==> src/rtl/fp_ci_master.sv <==
// Initiator for the multi-cycle custom-instruction handshake. It takes operand pairs over
// valid/ready, issues them to one slave, and returns the result with its latency.
module fp_ci_master #(
  parameter int          TIMEOUT_CYCLES = 255,
  parameter int          CNT_W          = 16,
  parameter logic [31:0] TIMEOUT_RESULT = 32'h7FC00000
) (
  input  logic             clk,
  input  logic             reset,
  input  logic             in_valid,
  output logic             in_ready,
  input  logic [31:0]      in_dataa,
  input  logic [31:0]      in_datab,
  output logic             out_valid,
  input  logic             out_ready,
  output logic [31:0]      out_result,
  output logic [CNT_W-1:0] out_cycles,
  input  logic             stall,
  output logic             ci_clk_en,
  output logic             ci_start,
  output logic [31:0]      ci_dataa,
  output logic [31:0]      ci_datab,
  input  logic             ci_done,
  input  logic [31:0]      ci_result,
  output logic             timeout_err,
  output logic [CNT_W-1:0] op_count
);

  typedef enum logic [1:0] {IDLE, ISSUE, WAIT, HOLD} state_t;

  localparam logic [CNT_W-1:0] TO_CNT = CNT_W'(TIMEOUT_CYCLES);
  localparam logic [CNT_W-1:0] ONE    = {{(CNT_W-1){1'b0}}, 1'b1};

  state_t           state, state_nxt;
  logic [CNT_W-1:0] lat, lat_nxt;
  logic             accept, cap_done, cap_to;

  function automatic logic [CNT_W-1:0] sat_inc(input logic [CNT_W-1:0] v);
    return (&v) ? v : v + ONE;
  endfunction

  assign ci_clk_en = ~stall;
  assign in_ready  = (state == IDLE) & ~reset;
  assign out_valid = (state == HOLD);

  always_ff @(posedge clk) begin
    if (reset) state <= IDLE;
    else       state <= state_nxt;
  end

  always_comb begin
    state_nxt = state;
    lat_nxt   = lat;
    accept    = 1'b0;
    cap_done  = 1'b0;
    cap_to    = 1'b0;
    case (state)
      IDLE: begin
        if (in_valid && in_ready) begin
          accept    = 1'b1;
          state_nxt = ISSUE;
        end
      end
      ISSUE: begin
        // A done already present while start is being sampled counts as zero latency.
        if (!stall) begin
          if (ci_done) begin
            cap_done  = 1'b1;
            state_nxt = HOLD;
          end else begin
            state_nxt = WAIT;
          end
        end
      end
      WAIT: begin
        if (!stall) begin
          lat_nxt = sat_inc(lat);
          if (ci_done) begin
            cap_done  = 1'b1;
            state_nxt = HOLD;
          end else if (lat_nxt >= TO_CNT) begin
            cap_to    = 1'b1;
            state_nxt = HOLD;
          end
        end
      end
      HOLD: begin
        if (out_ready) state_nxt = IDLE;
      end
      default: state_nxt = IDLE;
    endcase
  end

  always_ff @(posedge clk) begin
    if (reset) begin
      ci_start    <= 1'b0;
      ci_dataa    <= '0;
      ci_datab    <= '0;
      lat         <= '0;
      out_result  <= '0;
      out_cycles  <= '0;
      op_count    <= '0;
      timeout_err <= 1'b0;
    end else begin
      ci_start <= (state_nxt == ISSUE);
      if (accept) begin
        ci_dataa <= in_dataa;
        ci_datab <= in_datab;
        lat      <= '0;
      end else begin
        lat <= lat_nxt;
      end
      if (cap_done) begin
        out_result <= ci_result;
        out_cycles <= lat_nxt;
        op_count   <= op_count + ONE;
      end
      if (cap_to) begin
        out_result  <= TIMEOUT_RESULT;
        out_cycles  <= TO_CNT;
        timeout_err <= 1'b1;
      end
    end
  end

endmodule

==> config.mk <==
export PLATFORM = sky130hd
export DESIGN_NAME = fp_ci_master
export DESIGN_NICKNAME = d
export VERILOG_FILES = /design/src/rtl/fp_ci_master.sv
export SDC_FILE = /design/constraint.sdc
export NUM_CORES = 1
export LEC_CHECK = 0
export CORE_ASPECT_RATIO = 1.2
export CORE_MARGIN = 5
export CORE_UTILIZATION = 40
export CTS_CLUSTER_DIAMETER = 120
export DETAILED_ROUTE_END_ITERATION = 6
export MAX_ROUTING_LAYER = met4
export PLACE_DENSITY = 0.78
export SETUP_SLACK_MARGIN = 0.4
export SLEW_MARGIN = 30
export SYNTH_ARGS = -nofsm -noshare
export SYNTH_HDL_FRONTEND = slang
export SYNTH_SLANG_ARGS = --single-unit
==> constraint.sdc <==
create_clock -name clk -period 2.5 [get_ports clk]
set_input_delay 0.25 -clock clk [delete_from_list [all_inputs] [get_ports clk]]
set_output_delay 0.25 -clock clk [all_outputs]
set_load 0.01 [all_outputs]
==> parameters.txt <==
Parameter                              Value

Routing
  Detailed-route wire length per cell    16.0 µm
  Number of vias after detailed routing    5,933
  DRC violation total after the first TritonRoute iteration    313
  Total wire length    19,100 µm
  Detail Route Antenna Nets    0
  Mean number of vias per cell    4.98
  Total iterations of the first detailed-routing run    4
  Post-detailed-route DRC marker count    0

Die
  Die Footprint    18,500 µm²
  Ports placed on the boundary    235
  Vertical extent of the die    148 µm
  Number of rows created at floorplan    50
  Starting Density    0.407
  Width of the chip    125 µm
  Area of the core    15,600 µm²

Run
  Max cap viols    0

Synthesis
  Combinational family with the most area after synthesis    simple AND/OR/NAND/NOR gates
  Area share of xor/xnor cells in the synthesized design    0.0303
  Simple-gate portion of the synthesized area    0.265
  Syn. warnings    0
  Synth Net Count    826
  Synth area leader    sky130_fd_sc_hd__dfxtp_1
  Distinct cell type count of the synthesized netlist    53
  Synth Area per Inst    8.89 µm²
  Top_reg_cell synth    sky130_fd_sc_hd__dfxtp_1
  Part of the Yosys area used for sequential elements    0.466
  Yosys top cell area share    0.466
  Number of synthesized flops with an enable pin    0
  Number of storage elements in the synthesis netlist    148
  Share of synthesized registers carrying an async set or reset    0
  Compound-cell area share of the yosys netlist    0.135
  Biggest area contributors in the synthesized netlist    sky130_fd_sc_hd__dfxtp_1, sky130_fd_sc_hd__nand2b_1, sky130_fd_sc_hd__nand2_1
  Post-synth design cell area    6360 µm²
  Number of instances in the synthesized netlist    716
  Post-synthesis share of cell area spent on full adders, half adders and majority gates    0.0157
  Portion of netlist area occupied by mux cells    0.0474

Timing
  Worst slew margin    0.525
  Transition at the pin with the smallest max-transition slack    0.712 ns
  Endpoints failing setup    0
  Worst hold margin    0.195 ns
  Peak clock frequency supported by timing    449 MHz
  Final Slew Violations    0
  Final Critical Period    2.23 ns
  Sum Neg Setup Slack    0 ns
  Clk_skew    0.00757 ns
  Ratio of final minimum period to clock period    0.890
  Count of final hold-check violations    0
  Unrepaired setup endpoints after global routing    yes

Clock network
  Worst-Skew Late Latency    0.41 ns
  Clock input transition at the sequential cells of the worst setup and hold paths    0.06 ns
  CTS hold repair buffers    0
  Number of buffers inserted during clock tree synthesis    17
  Level count of the clock H-tree    4
  Clock Root Buffer    sky130_fd_sc_hd__clkbuf_16
  Sinks on Clock Net    148
  Clock tree from TritonCTS    built
  Bufs on Longest Clock Path    2

Setup path
  Kind of cell with the highest combined delay on the critical path    buffers and inverters
  Critical path peak fanout    9
  Worst setup slack for register-to-register paths    0.27 ns
  Highest-delay cell along the critical path    sky130_fd_sc_hd__dfxtp_4
  Cell occurring most often along the worst timing path    sky130_fd_sc_hd__buf_6
  Data required, critical path    2.77 ns
  Worst setup path category    flop to flop
  Maximum single-stage delay on the critical path    0.37 ns
  Startpoint types    flop
  Arrival time at the worst endpoint    2.50 ns
  Series of cell instances along the critical path    ha_4 -> nand4_4 -> buf_6 -> nor3_4 -> mux2_4 -> nand4_2 -> buf_6 -> o31ai_4 -> buf_6 -> buf_12 -> a31oi_1
  Critical path buffers and inverters    4
  Type of element capturing the critical path    flop

Place
  Number of input and output port buffers inserted    234
  Final weighted congestion in routability-driven placement    0.913
  Placed cell count    1,124
  Detailed placer's ending HPWL    13,100 µm

Finish
  Final Core Density    0.649
  Fin nets    1,079
  Area growth from synthesis to final layout    59.5%
  Non-filler cells, final    1,191
  Share of cells above drive strength 1    0.168

GRT
  First-pass GRT wire length    29,600 µm
  Total global routing overflow    0
  Initial antenna violation count    1
  Pin count of the biggest net entering global routing    119
  Total global-route track usage    0.202
  Vias in the first global route    5,827

Power and ir drop
  Leakage power figure    3.62 nW
  Maximum ir drop on the vdd rail    0.000429 V
  Power density cells    756 nW/µm²

Status
  Status    finished clean

Hold path
  Class of the tightest hold or removal check    primary input to flop
-- flip-flops by register name (all words and copies together), names as in the netlist --
| signal | count |
|---|---|
| ci_dataa | 32 |
| ci_datab | 32 |
| ci_start | 1 |
| timeout_err | 1 |
| lat | 16 |
| out_result | 32 |
| out_cycles | 16 |
| op_count | 16 |
| state | 2 |
-- worst paths after layout --
path	to	cells past startpoint	start
worst min-delay path	state[1]	2	reset
worst max register to register	out_result[27]	11	lat[0]
worst min register to register	timeout_err	2	timeout_err
worst max-delay path	out_result[27]	11	lat[0]
-- per-stage QoR --
step	setup slack [ns]	total power, mW	area, µm²
floorplan	0.362	3.96	6490
global placement	0.216	5.04	9030
detailed placement	0.155	5.07	9030
CTS	0.306	7.70	9970
global route	0.221	8.08	10200
finish	0.274	7.67	10200
-- metal layers --
layer  GRT usage  wire, µm  up-vias  part of all wire
li1            -         -     2924                 -
met1       0.222      7680     2762              0.40
met2       0.335      9410      211              0.49
met3      0.0711      1430       36             0.075
met4      0.0835       558        0             0.029
met5           -         0        -                 0
-- cells in the mapped netlist (all sizes together), types with 11 or more instances --
library cell / number
dfxtp: 148
nand2: 107
o21ai: 74
nand2b: 66
nor2: 60
clkbuf: 39
nor3: 37
mux2i: 29
a21oi: 20
xnor2: 15
a31oi: 11
-- power by group --
group	leakage (nW)	internal, mW	switching (mW)
combinational	2.11	1.14	1.04
clock	0.297	1.64	0.973
sequential	1.22	2.69	0.194
-- cells in the final DEF, fill, tap and decap left out, types with 18 or more instances in the layout --
master | Yosys | layout
sky130_fd_sc_hd__o21ai_0 | 74 | 74
sky130_fd_sc_hd__dfxtp_1 | 148 | 132
sky130_fd_sc_hd__buf_4 | 1 | 32
sky130_fd_sc_hd__nor3_2 | 28 | 28
sky130_fd_sc_hd__nand2_1 | 107 | 106
sky130_fd_sc_hd__mux2i_1 | 29 | 27
sky130_fd_sc_hd__nor2_1 | 60 | 56
sky130_fd_sc_hd__nand2b_1 | 66 | 66
sky130_fd_sc_hd__clkbuf_16 | 0 | 18
sky130_fd_sc_hd__clkdlybuf4s50_1 | 0 | 232
-- cell type report --
type	count	area [µm²]
well taps	208	260
repair buffers	283	2870
clock buffers	26	519
diodes	1	2.50
fillers	1268	5490
flip-flops and latches	148	3020
clock inverters	6	90.1
inverters	10	37.5
multi-input cells	509	3360
-- what timing repair did --
| item | 4_1_cts | 5_1_grt |
|---|---|---|
| resized for setup | 34 | 24 |
| endpoints found under the setup margin | 57 | 58 |
| hold endpoints to repair | 0 | 0 |
| pin swaps | 16 | 8 |
| setup buffers | 25 | 5 |
| gates cloned | 1 | 3 |
-- cell families (layout without fill, tap and decap cells) --
family                     after synthesis  count (layout)
buffers and inverters                   59             325
xor gates and xnor gates                22              22
muxes                                   30              30
AOI/OAI and AO/OA                      136             136
other                                    0               1
and+or+nand+nor                        313             313
DFF                                    148             148
adders and majority gates                8               8
Power figures use the tool's default switching activity.
